[src/rtl/voice_adsr_pkg.sv]
// voice_adsr_pkg: shared synth-voice definitions.
//   env_state_t   : envelope FSM states (IDLE, ATTACK, DECAY, SUSTAIN, RELEASE)
//   WAVE_*        : wave_sel codes
//   SILENCE_LEVEL : idle sample value, also assumed by the 4-channel mixer
//   LFSR_*        : noise generator taps and reset seed
package voice_adsr_pkg;

    typedef enum logic [2:0] {
        ENV_IDLE,
        ENV_ATTACK,
        ENV_DECAY,
        ENV_SUSTAIN,
        ENV_RELEASE
    } env_state_t;

    localparam logic [1:0] WAVE_SAW      = 2'd0;
    localparam logic [1:0] WAVE_SQUARE   = 2'd1;
    localparam logic [1:0] WAVE_TRIANGLE = 2'd2;
    localparam logic [1:0] WAVE_NOISE    = 2'd3;

    localparam logic [7:0]  SILENCE_LEVEL = 8'd127;

    localparam logic [15:0] LFSR_TAPS = 16'hB400;
    localparam logic [15:0] LFSR_SEED = 16'hACE1;

endpackage

[src/rtl/adsr_env.sv]
// adsr_env: ADSR envelope generator for one voice.
//   clk, rst        : clock, asynchronous active-low reset
//   sample_tick     : one-clk strobe; state only changes on these cycles
//   gate            : note on/off, level-sensitive
//   sustain_level   : sustain target
//   env             : current envelope level 0..255
//   busy            : registered, high while state != IDLE
//   restart         : combinational, gate rise seen in IDLE on this tick
//                     (oscillator phase restart)
module adsr_env
    import voice_adsr_pkg::*;
#(
    parameter int unsigned ATTACK_STEP  = 8,
    parameter int unsigned DECAY_STEP   = 2,
    parameter int unsigned RELEASE_STEP = 1,
    parameter int unsigned ENV_DIV      = 16
) (
    input  logic       clk,
    input  logic       rst,
    input  logic       sample_tick,
    input  logic       gate,
    input  logic [7:0] sustain_level,
    output logic [7:0] env,
    output logic       busy,
    output logic       restart
);

    localparam int unsigned DIV_W = (ENV_DIV > 1) ? $clog2(ENV_DIV) : 1;
    localparam logic [DIV_W-1:0] DIV_LAST = DIV_W'(ENV_DIV - 1);
    localparam logic [8:0] ATK9 = 9'(ATTACK_STEP);
    localparam logic [8:0] DEC9 = 9'(DECAY_STEP);
    localparam logic [8:0] REL9 = 9'(RELEASE_STEP);

    env_state_t       state, state_n;
    logic [7:0]       env_n;
    logic [DIV_W-1:0] div_cnt, div_n;
    logic             gate_q;
    logic             rise, step;
    logic [8:0]       env9, atk_sum, dec_diff, rel_diff;

    assign rise     = gate & ~gate_q;
    assign step     = (div_cnt == DIV_LAST);
    assign env9     = {1'b0, env};
    assign atk_sum  = env9 + ATK9;
    assign dec_diff = env9 - DEC9;
    assign rel_diff = env9 - REL9;
    assign restart  = sample_tick & rise & (state == ENV_IDLE);

    // Gate edges act on every tick; the step counter only paces level changes.
    always_comb begin
        state_n = state;
        env_n   = env;
        div_n   = (rise || step) ? '0 : div_cnt + DIV_W'(1);
        case (state)
            ENV_IDLE: begin
                env_n = '0;
                if (rise) state_n = ENV_ATTACK;
            end
            ENV_ATTACK: begin
                if (!gate) begin
                    state_n = ENV_RELEASE;
                end else if (step) begin
                    if (atk_sum >= 9'd255) begin
                        env_n   = '1;
                        state_n = ENV_DECAY;
                    end else begin
                        env_n = atk_sum[7:0];
                    end
                end
            end
            ENV_DECAY: begin
                if (!gate) begin
                    state_n = ENV_RELEASE;
                end else if (step) begin
                    // Floor check before subtracting: env - step <= sustain.
                    if (env9 <= {1'b0, sustain_level} + DEC9) begin
                        env_n   = sustain_level;
                        state_n = ENV_SUSTAIN;
                    end else begin
                        env_n = dec_diff[7:0];
                    end
                end
            end
            ENV_SUSTAIN: begin
                if (!gate) state_n = ENV_RELEASE;
                else if (step) env_n = sustain_level;
            end
            ENV_RELEASE: begin
                if (rise) begin
                    state_n = ENV_ATTACK;
                end else if (step) begin
                    if (env9 <= REL9) begin
                        env_n   = '0;
                        state_n = ENV_IDLE;
                    end else begin
                        env_n = rel_diff[7:0];
                    end
                end
            end
            default: begin
                state_n = ENV_IDLE;
                env_n   = '0;
            end
        endcase
    end

    always_ff @(posedge clk or negedge rst) begin
        if (!rst) begin
            state   <= ENV_IDLE;
            env     <= '0;
            div_cnt <= '0;
            gate_q  <= 1'b0;
            busy    <= 1'b0;
        end else if (sample_tick) begin
            state   <= state_n;
            env     <= env_n;
            div_cnt <= div_n;
            gate_q  <= gate;
            busy    <= (state_n != ENV_IDLE);
        end
    end

endmodule

[src/rtl/voice_adsr.sv]
// voice_adsr: single synth voice, phase-accumulator oscillator scaled by
// an ADSR envelope, one unsigned 8-bit sample per sample_tick.
//   clk, rst      : clock, asynchronous active-low reset
//   sample_tick   : one-clk strobe at sample rate
//   gate          : note on/off, level-sensitive
//   freq_step     : phase increment per sample_tick
//   wave_sel      : 0 saw, 1 square, 2 triangle, 3 noise (or square)
//   sustain_level : envelope sustain target
//   out           : unsigned sample, 127 = silence
//   busy          : high while the envelope is not IDLE
// Optional: define VOICE_NOISE_EN to add the 16-bit Galois LFSR noise
// source on wave_sel=3; without it wave_sel=3 gives the square wave.
module voice_adsr
    import voice_adsr_pkg::*;
#(
    parameter int unsigned ATTACK_STEP  = 8,
    parameter int unsigned DECAY_STEP   = 2,
    parameter int unsigned RELEASE_STEP = 1,
    parameter int unsigned ENV_DIV      = 16
) (
    input  logic        clk,
    input  logic        rst,
    input  logic        sample_tick,
    input  logic        gate,
    input  logic [15:0] freq_step,
    input  logic [1:0]  wave_sel,
    input  logic [7:0]  sustain_level,
    output logic [7:0]  out,
    output logic        busy
);

    logic [15:0]       phase;
    logic [7:0]        p, wave, env, sample_n;
    logic              restart;
    logic signed [8:0] s;
    logic signed [17:0] prod;
    logic [9:0]        scaled;
    logic [10:0]       level;

`ifdef VOICE_NOISE_EN
    logic [15:0] lfsr;
`endif

    adsr_env #(
        .ATTACK_STEP  (ATTACK_STEP),
        .DECAY_STEP   (DECAY_STEP),
        .RELEASE_STEP (RELEASE_STEP),
        .ENV_DIV      (ENV_DIV)
    ) u_env (
        .clk           (clk),
        .rst           (rst),
        .sample_tick   (sample_tick),
        .gate          (gate),
        .sustain_level (sustain_level),
        .env           (env),
        .busy          (busy),
        .restart       (restart)
    );

    assign p = phase[15:8];

    always_comb begin
        wave = p;
        case (wave_sel)
            WAVE_SAW:      wave = p;
            WAVE_SQUARE:   wave = {8{p[7]}};
            WAVE_TRIANGLE: wave = p[7] ? ~{p[6:0], 1'b0} : {p[6:0], 1'b0};
`ifdef VOICE_NOISE_EN
            WAVE_NOISE:    wave = lfsr[7:0];
`else
            WAVE_NOISE:    wave = {8{p[7]}};
`endif
            default:       wave = p;
        endcase
    end

    // prod[17:8] is prod >>> 8; range -128..126 fits 10 bits, so the sum
    // with 127 only ever needs the low clamp, but both are kept.
    always_comb begin
        s        = $signed({1'b0, wave}) - 9'sd128;
        prod     = s * $signed({1'b0, env});
        scaled   = prod[17:8];
        level    = {scaled[9], scaled} + 11'd127;
        sample_n = level[10] ? '0 : (|level[9:8]) ? '1 : level[7:0];
    end

    always_ff @(posedge clk or negedge rst) begin
        if (!rst) begin
            phase <= '0;
            out   <= SILENCE_LEVEL;
`ifdef VOICE_NOISE_EN
            lfsr  <= LFSR_SEED;
`endif
        end else if (sample_tick) begin
            phase <= restart ? freq_step : phase + freq_step;
            out   <= sample_n;
`ifdef VOICE_NOISE_EN
            lfsr  <= lfsr[0] ? ({1'b0, lfsr[15:1]} ^ LFSR_TAPS) : {1'b0, lfsr[15:1]};
`endif
        end
    end

endmodule

[config.mk]
export PLATFORM = sky130hd
export DESIGN_NAME = voice_adsr
export DESIGN_NICKNAME = d
export VERILOG_FILES = /design/src/rtl/voice_adsr_pkg.sv /design/src/rtl/adsr_env.sv /design/src/rtl/voice_adsr.sv
export SDC_FILE = /design/constraint.sdc
export NUM_CORES = 1
export LEC_CHECK = 0
export ABC_AREA = 1
export CAP_MARGIN = 15
export CORE_ASPECT_RATIO = 0.7
export CORE_MARGIN = 1
export CORE_UTILIZATION = 45
export DETAILED_ROUTE_END_ITERATION = 6
export PLACE_DENSITY = 0.74
export REMOVE_ABC_BUFFERS = 1
export SYNTH_ARGS = -nofsm -noshare
export SYNTH_HDL_FRONTEND = slang
export SYNTH_SLANG_ARGS = --single-unit
export TNS_END_PERCENT = 1
[constraint.sdc]
create_clock -name clk -period 4.9 [get_ports clk]
set_input_delay 0.735 -clock clk [delete_from_list [all_inputs] [get_ports clk]]
set_output_delay 0.735 -clock clk [all_outputs]
set_load 0.05 [all_outputs]
==> impl_metrics.toml <==
[status]
status = "complete, but fails checks"
failing_checks = "negative setup slack"

[die]
die_height_um = 102
floorplan.initialDensity_pct = 46.1
design.die.area_mm2 = 0.0148
row_count = 36
io-pin-count = 39
core_footprint_mm2 = 0.0140
die_x_um = 145

[place]
half_perimeter_wire_length_after_detailed_placement_um = 13300
finalWeightedCongestion = 0.962
io_buffer_count = 38
preCtsSetupSlack_ps = -1520

[timing]
timing.final.max_slew_violations = 0
worst_pin_slew_ps = 1030
setup_viol = 8
worst_slack_ps = -775
final_period_minus_worst_setup_slack_ps = 5680
clock-skew-final_ps = 4.56
rsz0062_at_grt = "yes"
maxSlewHeadroom_pct = 31.3
layout_worst_path_cycle_share_pct = 116
finalHoldViolCount = 0
fmax_ghz = 0.176
hold_ws_ps = 465

[grt]
grt_util_all_layers_pct = 25.4
gr-usage-met3_pct = 3.48
grt_antenna_before_repair = 0
overflow = 0
grtUsageMet1_pct = 37.9
grt_pass1_vias = 6308
grt_util_met2_pct = 39.5
globalRoute.busiestLayer = "met2"
global_route_wire_length_before_repair_um = 30300
pin_count_of_the_biggest_net_entering_global_routing = 42

[run]
cap_violations = 0

[worst_setup_path]
crit-reg2reg-launch = "phase[15]"
crit_path_max_incr_delay_ps = 600
critical_path.most_common_cell = "sky130_fd_sc_hd__nand2_2"
path_class = "in -> reg"
timing.critical_path.required_ps = 5130
cp_max_fo = 8
crit_arrival_ps = 5910
rrSetupSlack_ps = -670
worst_path_max_delay_cell = "sky130_fd_sc_hd__fa_1"
type_of_destination_of_the_critical_path = "flop"
timing.critical_path.from = "wave_sel[0]"
timing.critical_path.from_type = "input port"

[cts]
cts_sinks = 41
cts_htree_levels = 2
cts_max_path_buffers = 2
cts_inserted_buffers = 5
cts_root_buf = "sky130_fd_sc_hd__clkbuf_16"
tritoncts = "built"
clock_latency_ps = 290
clk_transition_reported_paths_ps = 70

[yosys]
synth.ff_latch_count = 41
syn-mean-instance-area_um2 = 7.22
synth.yosys.seq_area_share_pct = 16.1
synthesis.area_mm2 = 0.00644
yosys_warnings = 0
number_of_distinct_library_cell_variants_in_the_gate_level_netlist_after_synthesis = 43
syn-instance-count = 892

[min_path]
holdCritPathClass = "reg -> reg"
hold_start = "out[3]"

[detailed_routing]
total_vias_in_the_final_route = 6586
drt_pre_antenna_iters = 6
postRouteAntennaNets = 0
post_drt_wl_per_cell_um = 15.5
drt_wl_total_um = 19300
drt_iter0_markers = 524
vias_per_cell = 5.28
remaining_drc_errors = 0

[final_layout]
fill_cells = 1116
seqCellArea_mm2 = 0.00104
post_route_cells_drive_above_1_share_pct = 27.8
ant_diodes = 0
fin_nets = 1209
multiInputGateArea_mm2 = 0.00535
area_growth_syn_to_layout_pct = 37.0
[per-stage QoR]
stage	instances	util, %	instance area (um2)	setup TNS [ps]
finish	1247	63.2	8820	-5830
global route	1247	63.2	8820	-7430
CTS	1238	60.9	8500	-2870
detailed placement	1212	55.8	7790	-11980
global placement	1212	55.8	7790	-11180
floorplan	875	-	6360	-4430
[kinds of logic after synthesis]
kind of cell / share of synthesized area [%]
AOI/OAI and AO/OA: 13.3
xor gates and xnor gates: 5.17
DFF: 16.1
and+or+nand+nor: 24.5
buffers and inverters: 10.6
adders and majority gates: 30.4
[metal layers]
metal  share of wire [%]  vias up
met3                 7.7       43
met5                   0        -
met1                  47     3085
met2                  43      278
met4                 1.8        0
li1                    -     3180
[state kept, by name, indices dropped and copies added, names as in the netlist]
register	cells
out	8
u_env.state	3
u_env.gate_q	1
u_env.div_cnt	4
u_env.busy	1
phase	16
u_env.env	8
[cells in the final DEF, fill, tap and decap left out, types with 4 or more instances in the layout]
cell type,count
sky130_fd_sc_hd__nand2_4,11
sky130_fd_sc_hd__buf_6,9
sky130_fd_sc_hd__nor3_1,11
sky130_fd_sc_hd__ha_4,11
sky130_fd_sc_hd__a22oi_1,12
sky130_fd_sc_hd__nor2_4,10
sky130_fd_sc_hd__nand4_1,5
sky130_fd_sc_hd__o21ai_0,49
sky130_fd_sc_hd__dfrtp_1,33
sky130_fd_sc_hd__nand2_1,153
sky130_fd_sc_hd__o22ai_1,5
sky130_fd_sc_hd__dfstp_2,7
sky130_fd_sc_hd__o211ai_1,5
sky130_fd_sc_hd__ha_1,56
sky130_fd_sc_hd__a21oi_4,5
sky130_fd_sc_hd__xor2_1,28
sky130_fd_sc_hd__inv_1,134
sky130_fd_sc_hd__clkbuf_16,5
sky130_fd_sc_hd__clkdlybuf4s50_1,35
sky130_fd_sc_hd__o21ai_1,4
sky130_fd_sc_hd__fa_1,53
sky130_fd_sc_hd__buf_4,128
sky130_fd_sc_hd__inv_2,18
sky130_fd_sc_hd__o21ai_4,5
sky130_fd_sc_hd__xnor2_1,8
sky130_fd_sc_hd__a21oi_2,5
sky130_fd_sc_hd__nand3_1,25
sky130_fd_sc_hd__nand2_2,33
sky130_fd_sc_hd__nor2_2,6
sky130_fd_sc_hd__nand3_2,14
sky130_fd_sc_hd__a21oi_1,39
sky130_fd_sc_hd__nor2_1,86
[worst paths after layout]
| kind | end | depth (start not counted) |
|---|---|---|
| setup / recovery | out[6] | 33 |
| hold / removal | out[3] | 2 |
| setup reg to reg | out[6] | 30 |
| hold reg to reg | out[3] | 2 |
| max in group asynchronous | phase[15] | 1 |
| min in group asynchronous | out[7] | 1 |
[layout make-up]
type / instances / share of cell area, %
flip-flops and latches: 41 / 11.7
inverters: 159 / 7.08
repair buffers: 174 / 16.2
clock inverters: 2 / 0.170
well taps: 190 / 2.69
clock buffers: 6 / 1.46
multi-input cells: 675 / 60.6
[Yosys cell counts, drive strengths merged]
| cell | instances | area share, % |
|---|---|---|
| o2111ai | 3 | 0.41 |
| nand4 | 7 | 0.87 |
| nand3 | 42 | 3.6 |
| a221oi | 2 | 0.27 |
| nand2 | 197 | 12 |
| xor2 | 30 | 4.1 |
| a21oi | 49 | 4.0 |
| dfrtp | 34 | 13 |
| clkbuf | 12 | 0.70 |
| o22ai | 5 | 0.49 |
| inv | 157 | 9.2 |
| nor2 | 102 | 6.3 |
| nor3 | 13 | 1.0 |
| fa | 56 | 17 |
| buf | 5 | 0.52 |
| a22o | 1 | 0.14 |
| dfstp | 7 | 2.9 |
| o211ai | 5 | 0.58 |
| a31oi | 3 | 0.29 |
| o21ai | 61 | 4.7 |
| nor3b | 1 | 0.12 |
| o21bai | 2 | 0.23 |
| xnor2 | 8 | 1.1 |
| ha | 67 | 13 |
| a22oi | 12 | 1.4 |
| clkinv | 2 | 0.12 |
| o32a | 1 | 0.16 |
| nor4 | 1 | 0.097 |
| o31ai | 2 | 0.23 |
| o21a | 3 | 0.35 |
| nand3b | 2 | 0.23 |
[what timing repair did]
item	CTS	global route
setup buffers	19	9
pin swaps	56	60
hold buffers	0	0
setup endpoints to repair	8	8
resized for setup	112	65
[critical path, delay by kind of cell]
kind                     cells  cell delay (ps)
AND/OR/NAND/NOR             14             1180
AO/OA/AOI/OAI                4              650
XOR/XNOR                     1              190
adder cells (fa/ha/maj)      5             2120
buffers and inverters        9             1010
Power is left out: the tool's default activity adds up to more than one toggle a clock period on the data nets, which glitch-free logic cannot reach.
